File: src/rtl/mul_div_unit.sv
// Iterative multiply/divide unit: shift-add MUL, restoring signed DIV, one iteration per cycle.
// Define MUL_DIV_UNIT_DIV_EN to build in the DIV datapath (alu_op 4'd8); otherwise 4'd8 is unsupported.
module mul_div_unit #(
  parameter int WIDTH = 32
) (
  input  logic             clk,
  input  logic             rst_n,
  input  logic             start,
  input  logic [3:0]       alu_op,
  input  logic [WIDTH-1:0] op_a,
  input  logic [WIDTH-1:0] op_b,
  output logic             busy,
  output logic             done,
  output logic [WIDTH-1:0] result,
  output logic             illegal
);
  localparam int CW = $clog2(WIDTH + 1);
  localparam logic [3:0] OP_MUL = 4'd7;
  localparam logic [3:0] OP_DIV = 4'd8;

  typedef enum logic [1:0] {IDLE, CALC, DONE} state_t;
  state_t state, state_d;

  logic [CW-1:0]    cnt;
  logic [WIDTH-1:0] acc, xr, yr;
  logic [WIDTH-1:0] acc_nx, xr_nx, yr_nx, fin;
  logic             supported, last;

`ifdef MUL_DIV_UNIT_DIV_EN
  // is_div is the latched opcode; neg/dz drive the post-loop sign and divide-by-zero fixups
  logic             is_div, neg, dz;
  logic [WIDTH:0]   rem_sh, rem_diff;
  logic             rem_ge;
  assign supported = (alu_op == OP_MUL) || (alu_op == OP_DIV);
  assign rem_sh    = {acc, xr[WIDTH-1]};
  assign rem_diff  = rem_sh - {1'b0, yr};
  assign rem_ge    = (rem_sh >= {1'b0, yr});
`else
  assign supported = (alu_op == OP_MUL);
`endif

  assign last = (cnt == CW'(WIDTH - 1));
  assign busy = (state != IDLE);
  assign done = (state == DONE);

  always_ff @(posedge clk or negedge rst_n) begin
    if (!rst_n) state <= IDLE;
    else        state <= state_d;
  end

  always_comb begin
    state_d = state;
    case (state)
      IDLE:    if (start) state_d = supported ? CALC : DONE;
      CALC:    if (last) state_d = DONE;
      default: state_d = IDLE;
    endcase
  end

  // One iteration: MUL accumulates shifted multiplicand; DIV shifts a dividend bit into the remainder
  always_comb begin
    acc_nx = yr[0] ? acc + xr : acc;
    xr_nx  = xr << 1;
    yr_nx  = yr >> 1;
    fin    = acc_nx;
`ifdef MUL_DIV_UNIT_DIV_EN
    if (is_div) begin
      acc_nx = rem_ge ? rem_diff[WIDTH-1:0] : rem_sh[WIDTH-1:0];
      xr_nx  = {xr[WIDTH-2:0], rem_ge};
      yr_nx  = yr;
      fin    = dz ? '1 : (neg ? -xr_nx : xr_nx);
    end
`endif
  end

  always_ff @(posedge clk or negedge rst_n) begin
    if (!rst_n) begin
      cnt     <= '0;
      acc     <= '0;
      xr      <= '0;
      yr      <= '0;
      result  <= '0;
      illegal <= 1'b0;
`ifdef MUL_DIV_UNIT_DIV_EN
      is_div  <= 1'b0;
      neg     <= 1'b0;
      dz      <= 1'b0;
`endif
    end else begin
      case (state)
        IDLE: if (start) begin
          if (supported) begin
            cnt <= '0;
            acc <= '0;
            xr  <= op_a;
            yr  <= op_b;
`ifdef MUL_DIV_UNIT_DIV_EN
            is_div <= (alu_op == OP_DIV);
            neg    <= op_a[WIDTH-1] ^ op_b[WIDTH-1];
            dz     <= (op_b == '0);
            if (alu_op == OP_DIV) begin
              xr <= op_a[WIDTH-1] ? -op_a : op_a;
              yr <= op_b[WIDTH-1] ? -op_b : op_b;
            end
`endif
          end else begin
            result  <= '0;
            illegal <= 1'b1;
          end
        end
        CALC: begin
          cnt <= cnt + 1'b1;
          acc <= acc_nx;
          xr  <= xr_nx;
          yr  <= yr_nx;
          if (last) begin
            result  <= fin;
            illegal <= 1'b0;
          end
        end
        default: ;
      endcase
    end
  end
endmodule

File: config.mk
export PLATFORM = sky130hd
export DESIGN_NAME = mul_div_unit
export DESIGN_NICKNAME = d
export VERILOG_FILES = /design/src/rtl/mul_div_unit.sv
export SDC_FILE = /design/constraint.sdc
export NUM_CORES = 1
export LEC_CHECK = 0
export BUFFER_PORTS_ARGS = -buffer_cell sky130_fd_sc_hd__buf_4
export CORE_UTILIZATION = 36
export CTS_CLUSTER_DIAMETER = 80
export DETAILED_ROUTE_END_ITERATION = 8
export GPL_ROUTABILITY_DRIVEN = 0
export HOLD_SLACK_MARGIN = 0.06
export SYNTH_ARGS = -nofsm -noshare
export SYNTH_HDL_FRONTEND = slang
export SYNTH_SLANG_ARGS = --single-unit
File: constraint.sdc
create_clock -name clk -period 2.7 [get_ports clk]
set_input_delay 0.54 -clock clk [delete_from_list [all_inputs] [get_ports clk]]
set_output_delay 0.54 -clock clk [all_outputs]
set_load 0.05 [all_outputs]
* After elaboration in Yosys (flattened, before gate mapping)
Cells that the tools add are included.
** Word-level totals
- ROM bits :: 0
- Output and inout bits :: 35
- Memory bits (writable) :: 0
- Latch bits :: 0
- Input port bits :: 71
- Logic and storage cells :: 48
- Flip-flop bits (word level) :: 137
- Memories kept :: 0
** Cells by class
- Div/mod/pow operators :: 0
- Mux-type cells :: 25
- Equal/unequal tests :: 8
- Reductions and logical operators :: 6
- Shift operators :: 0
- $mul :: 0
- Bitwise gates (word level) :: 0
- $add $sub $neg :: 2
- $lt $le $gt $ge :: 0
** Operator list (number)
- $mux W32 :: 10
- $pmux W32 S2 :: 4
- $add A32 B32 Y32 :: 1
- $mux W6 :: 2
- $pmux W6 S2 :: 1
- $ne A2 B2 Y1 const B :: 4
- $add A6 B1 Y6 const B :: 1
- $eq A6 B5 Y1 const B :: 1
- $mux W2 :: 3
- $eq A4 B3 Y1 const B :: 1
- $pmux W2 S2 :: 1
- $reduce_and A4 Y1 :: 1
- $reduce_bool A2 Y1 :: 2
- $mux W1 :: 3
- $reduce_and A3 Y1 :: 1
- $eq A2 B1 Y1 const B :: 1
- $eq A2 B2 Y1 const B :: 1
- $logic_not A2 Y1 :: 1
- $pmux W1 S2 :: 1
- $reduce_and A2 Y1 :: 1

* Logic depth before layout (Yosys ltp)
Gate-level depths: netlist of the first run.
- Word-level depth :: 4
- Mapped depth :: 10
- Gate-level depth less buffers :: 10

* Least setup slack after synthesis of the first run
No wires, ideal clock.
- Path kind :: reg2reg
- Start point :: register acc[0]
- End point :: register result[24]
- Arrival :: 2.612 ns
- Slack :: -0.050 ns
- Cell stages (with the launch flop) :: 11
- Buffers on the path :: 0
- Path through :: dfrtp_1 -> ha_1 -> fa_1 -> a21oi_2 -> o21ai_1 -> a211oi_4 -> o31ai_2 -> a311o_1 -> a21oi_1 -> mux2i_1 -> a31oi_1
** On the way
- Word-level cells in the longest chain between the ends :: 4
** RTL lines
- start: declaration :: RTL line 25 : logic [WIDTH-1:0] acc, xr, yr;
- start signal: assignment :: RTL line 113 : acc <= acc_nx;
- $add A32 B32 Y32 :: RTL line 62 : acc_nx = yr[0] ? acc + xr : acc;
- $mux W32 :: RTL line 62
- $mux W32 :: RTL line 116 : if (last) begin
- $pmux W32 S2 :: RTL line 90 : case (state)
- end signal: assignment :: RTL line 117 : result <= fin;
- end: declaration :: RTL line 14 : output logic [WIDTH-1:0] result,
No other way between the ends. The select of a mux whose other input is x is not followed.
A chain may end at the register's enable or synchronous reset.

* Final worst setup path of the first run
- Start point :: register acc[0]
- End point :: register result[28]
The elaborated chain is that of the path after synthesis.

==> results of run 1 <==
cell usage after synthesis, types with 2 or more instances:
cell	n
clkbuf_1	39
xnor2_1	13
a31oi_1	68
nor3_1	9
and4_1	4
nand2b_1	2
nor2b_1	5
and3_1	10
a311o_1	2
o21ai_0	16
nand3b_1	2
buf_1	8
nand2_1	219
o21ai_1	11
mux2_2	2
o31ai_1	9
nand4_1	9
nor2_1	107
buf_6	3
a221oi_1	4
clkbuf_8	4
inv_1	11
o211ai_1	3
and2_1	3
mux2i_1	16
a21o_1	22
or2_2	3
o21a_1	3
nand3_1	9
ha_1	32
xor2_1	11
a21oi_1	51
dfrtp_1	137
a22o_1	10
or3_1	5
a21oi_2	3
a211oi_1	3
buf_2	4
o21bai_1	7
cell families after synthesis:
kind of cell	count (synthesis)
adder cells (fa/ha/maj)	33
flip-flops	137
XOR/XNOR	24
multiplexers	18
buffers and inverters	70
AO/OA/AOI/OAI	233
AND/OR/NAND/NOR	396
final timing paths:
check	slack, ns	cells past startpoint	endpoint
max	0.05	10	result[28]
min	0.06	1	result[15]
max reg2reg	0.05	10	result[28]
min reg2reg	0.48	2	result[10]
max in group asynchronous	1.94	2	yr[21]
min in group clk	0.33	2	yr[31]
cell type report:
cell class	count	area, um^2
Fill cell	2064	11370
Multi-Input combinational cell	704	4153
Sequential cell	137	3428
Timing Repair Buffer	153	1194
Clock buffer	18	439.2
Tap cell	275	344.1
Clock inverter	14	186.4
Inverter	11	41.29
worst max-delay path: cells and delay by family, from the launching register on:
kind | cells | cell delay, ns
adder cells (fa/ha/maj) | 2 | 0.56
flip-flops | 1 | 0.38
AO/OA/AOI/OAI | 7 | 1.32
multiplexers | 1 | 0.28
state kept, by name, indices dropped and copies added (netlist names):
| name | cells |
|---|---|
| acc | 32 |
| state | 2 |
| result | 32 |
| xr | 32 |
| cnt | 6 |
| yr | 32 |
| illegal | 1 |
per-layer routing:
| layer | share of wire [%] | GRT usage, % | wire, um |
|---|---|---|---|
| met2 | 47 | 30.53 | 9535 |
| met4 | 0.73 | 4.592 | 149 |
| met1 | 47 | 26.13 | 9570 |
| met3 | 5.4 | 5.274 | 1106 |
| met5 | 0 | 0 | 0 |
stage by stage:
| step | setup slack (ns) | utilization (%) |
|---|---|---|
| floorplan | 0.02329 | - |
| global placement | -0.01153 | 42.81 |
| detailed placement | -0.09199 | 42.81 |
| CTS | 0.01277 | 45.84 |
| global route | -0.05770 | 46.26 |
| finish | 0.04744 | 46.26 |
report_power, final:
part | leakage [nW] | total [mW] | internal, mW | switching, mW
sequential | 1.65 | 3.52 | 2.86 | 0.656
combinational | 2.71 | 7.03 | 3.07 | 3.96
clock | 0.305 | 2.49 | 1.50 | 0.984
total | 4.66 | 13.0 | 7.43 | 5.60
timing repair:
item,4_1_cts,5_1_grt
setup buffers,1,4
pin swaps,5,7
setup endpoints to repair,6,24
resized for setup,3,12
==> metrics, run 1 <==
status=complete, no violations; Most used DFF post-synth=dfrtp_1; Max VDD drop=0.0004939 V; vias in the first global route=6610; adder-cell share of the synthesized area=5.369%; area grow syn2layout=24.98%; Final ANT Viol Nets=0; kind of critical path=register to register; first-pass GRT wire length=33560 um; main combinational cell family by area after synthesis=simple AND/OR/NAND/NOR gates; die area=22340 um^2; fin. max-slew vios=0; RSZ-0062 raised after global routing=true; dpl hpwl=14470 um; Via density=5.188; sequential area share after synthesis=43.78%; crit-path cells=ha_2 -> fa_2 -> a21oi_4 -> o21ai_2 -> a211oi_4 -> o31ai_2 -> a311o_1 -> a41oi_2 -> mux2i_2 -> a21oi_1; Antenna Cells=0; H-tree depth=4; CP required=3.01 ns; Max Freq=377.0 MHz; Worst Tran Pin Value=0.5028 ns; Total Power=13.03 mW; synthesized cell area=7830 um^2; Tightest Hold Check Type=input pin to async pin; initial antenna violation count=0; Max Cap Violations=0; CORE AREA=21150 um^2; reg2reg start=acc[0]; number of core rows=53; share of post-route cells with drive strength above 1=21.60%; CTS Root Cell=clkbuf_16; CTS Hold Bufs=0; Setup crit start=acc[0]; LEAKAGE=4.664 nW; io pins=106; count of different cell masters after synthesis=71; area leader, netlist=dfrtp_1; CTS max path bufs=2; vias=6807; Post-Synth XOR/XNOR Area=2.685%; clock skew=0.008898 ns; startpoint class of the critical path=register; EDFF count, synth=0; Post-route DRC=0; most frequent cells in the layout=nand2_1, buf_4, dfrtp_1; port buffer count=105; mux cell area share after synthesis=2.333%; simple-gate portion of the synthesized area=21.44%; clk slew on worst S/H paths=0.06 ns; drt total wl=20360 um; Initial Utilization=37.01%; CP peak stage delay=0.41 ns; Synth Instances=911; Post-DP Area=9056 um^2; final hold slack=0.06097 ns; syn_nets=1015; WP data arrival=2.96 ns; CTS Buf Count=17; Cells after DPL=1275; Hold Vio Cnt, Final=0; pwr dens=1332 nW/um^2; Die W=149.5 um; post-route cell area=9786 um^2; clk sinks=137; clock latency on the worst-skew pair=0.43 ns; largest net degree at the start of global routing=81; GRT Util Overall=19.32%; drt pass-1 iters=5; fin cells=1312; Syn Area/Cell=8.595 um^2; fraction of registers with async set/reset=100.0%; CTS tree=built; final-stage net count=1128; CP max FO=3; Tcrit/Tclk final=98.24%; Slew HR=66.48%; compound-cell area share of the yosys netlist=20.12%; top cell type's share of synthesized area=43.78%; Fin Setup TNS=0 ns; Worst setup EP type=register; Die Y=149.5 um; commonest non-fill, non-tap cell in the layout=nand2_1; DRT iter0 DRCs=439; count of state elements after synthesis=137; global route overflow=0; yosys warns=0; Finish-stage setup viols=0; slowest CP cell=a311o_1; top post-synthesis cells by area=dfrtp_1, nand2_1, a31oi_1; post-layout min period=2.653 ns; drt wl/cell=15.52 um
(Power assumes the default switching activity.)
==> run 2: changes to the inputs <==
ABC_AREA = 1   (was unset)
BUFFER_PORTS_ARGS = unset   (was -buffer_cell sky130_fd_sc_hd__buf_4)
DONT_BUFFER_PORTS = 1   (was unset)
==> run 2 against run 1 <==
  * The run now ends with hold timing left
  * Sequential share of layout area increased by 1.6 points
  * Die area increased by 8.1%
  * Wire length increased by 6.4%
  * Non-clock buffer count decreased by 135
  * Synthesized cell count increased by 33%
  * Via count increased by 7.9%
  * Largest cell class unchanged
  * Largest power group unchanged
  * Highest routed layer unchanged
==> metrics, run 2 <==
share of post-route cells with drive strength above 1=4.441%; GRT Util Overall=18.92%; Max Cap Violations=0; Finish-stage setup viols=0; yosys warns=0; number of core rows=55; top cell type's share of synthesized area=40.45%; Final Core Density=40.97%; Antenna Cells=0; CTS Buf Count=17; top post-synthesis cells by area=dfrtp_1, nand2_1, inv_1; area leader, netlist=dfrtp_1; R2R cell count=12; H-tree depth=4; synthesized cell area=8476 um^2; largest net degree at the start of global routing=138; most frequent cells in the layout=nand2_1, inv_1, dfrtp_1; clk sinks=137; failing checks=hold timing; fin. max-slew vios=0; most frequent cell after synthesis=nand2_1; die area=24160 um^2; Max Freq=421.1 MHz; Worst Tran Pin Value=0.8403 ns; kind of critical path=register to register; Initial Utilization=37.10%; startpoint class of the critical path=register; clock skew=0.01219 ns; Most used DFF post-synth=dfrtp_1; CTS tree=built; area grow syn2layout=10.44%; Post-route DRC=0; Tcrit/Tclk final=87.95%; clk slew on worst S/H paths=0.06 ns; post-layout min period=2.375 ns; status=finished with violations; final hold slack=-0.1920 ns; Slew HR=43.98%; EDFF count, synth=0; Die W=155.4 um; post-route cell area=9360 um^2; initial antenna violation count=0; cts repair resizes=0; count of different cell masters after synthesis=34; pwr dens=1177 nW/um^2; vias in the first global route=6948; vias=7346; io pins=106; drt total wl=21660 um; count of state elements after synthesis=137; Max VDD drop=0.0004959 V; Fin Setup TNS=0 ns; port buffer count=0; Syn Area/Cell=6.982 um^2; CP required=3.01 ns; post-place setup slack=0.3583 ns; Tightest Hold Check Type=input pin to async pin; CORE AREA=22850 um^2; final worst slack=0.3254 ns; clock latency on the worst-skew pair=0.42 ns; first-pass GRT wire length=35620 um; syn_nets=1318; Final ANT Viol Nets=0; Hold Vio Cnt, Final=137; final-stage net count=1308; setup repair bufs after CTS=0; commonest non-fill, non-tap cell in the layout=nand2_1; DRT iter0 DRCs=476; Cells after DPL=1498; WP data arrival=2.69 ns; fin cells=1529; RSZ-0062 raised after global routing=false; CTS max path bufs=2; fraction of registers with async set/reset=100.0%; Die Y=155.4 um; Worst setup EP type=register; sequential area share after synthesis=40.45%; CTS Root Cell=clkbuf_16; commonest cells in the netlist=nand2_1, inv_1, dfrtp_1; Via density=4.804; LEAKAGE=4.820 nW; Synth Instances=1214; global route overflow=0; Post-DP Area=8805 um^2; drt pass-1 iters=6; CP max FO=4; dpl hpwl=15800 um; drt wl/cell=14.16 um
[run 2: cell types whose count changed after synthesis, moves of 16 or more]
cell      previous run  this run
nand2_1            219       412
mux2i_1             16         0
nand3_1              9        66
a21o_1              22         3
o21ai_0             16        94
clkbuf_1            39        23
o211ai_1             3        60
a31oi_1             68         1
inv_1               11       191
nor2_1             107        81
[run 2: final timing paths]
kind | startpoint | endpoint | slack, ns
worst min register to register | acc[0] | acc[0] | 0.52
max in group asynchronous | rst_n | yr[26] | 2.56
worst max-delay path | acc[0] | result[20] | 0.33
worst min-delay path | rst_n | result[10] | -0.19
worst max register to register | acc[0] | result[20] | 0.33
min in group clk | op_b[31] | yr[31] | 0.25
[run 2: cell families after synthesis]
group           share of synthesized area, %
compound gates                         14.57
flops                                  40.45
fa+ha+maj                              4.960
buf+inv                                11.15
xor+xnor                               1.963
simple gates                           26.91
[run 2: per-stage QoR]
stage          total power [mW]  hold slack [ns]
6_report                  11.02          -0.1920
5_1_grt                   12.00          -0.2196
4_1_cts                   11.12          -0.2043
3_5_place_dp              8.800           0.2514
3_3_place_gp              8.714           0.2535
2_1_floorplan             7.487           0.2444
[run 2: report_power, final]
part	leakage, nW	switching, mW	internal (mW)
clock	0.263	0.888	1.37
combinational	2.77	3.45	1.71
sequential	1.79	0.749	2.85
total	4.82	5.09	5.93
[run 2: critical path, stage by stage, from the launching register on]
cell,delay (ns)
dfrtp_1,0.39
ha_1,0.26
fa_1,0.45
nand3_1,0.13
nand3_1,0.14
nand3_1,0.11
nand3_1,0.25
nand3_1,0.19
nand2_1,0.07
nand2_1,0.05
nand3_1,0.08
nand3_1,0.10
nand2_1,0.05
[run 2: routing by layer]
| layer | global-route usage, % | vias to the layer above | part of all wire (%) |
|---|---|---|---|
| met4 | 5.649 | 0 | 1.6 |
| met5 | 0 | - | 0 |
| met3 | 5.961 | 23 | 6.4 |
| li1 | - | 3816 | - |
| met1 | 24.06 | 3360 | 46 |
| met2 | 30.69 | 147 | 46 |
[run 2: final cells by class]
type	count	area (um^2)
inverter	195	734.5
clock buffer	23	457.9
clock inverter	8	97.59
sequential	137	3428
fill	2461	13490
multi-input combinational	835	4103
tap	313	391.6
timing repair buffer	18	147.6
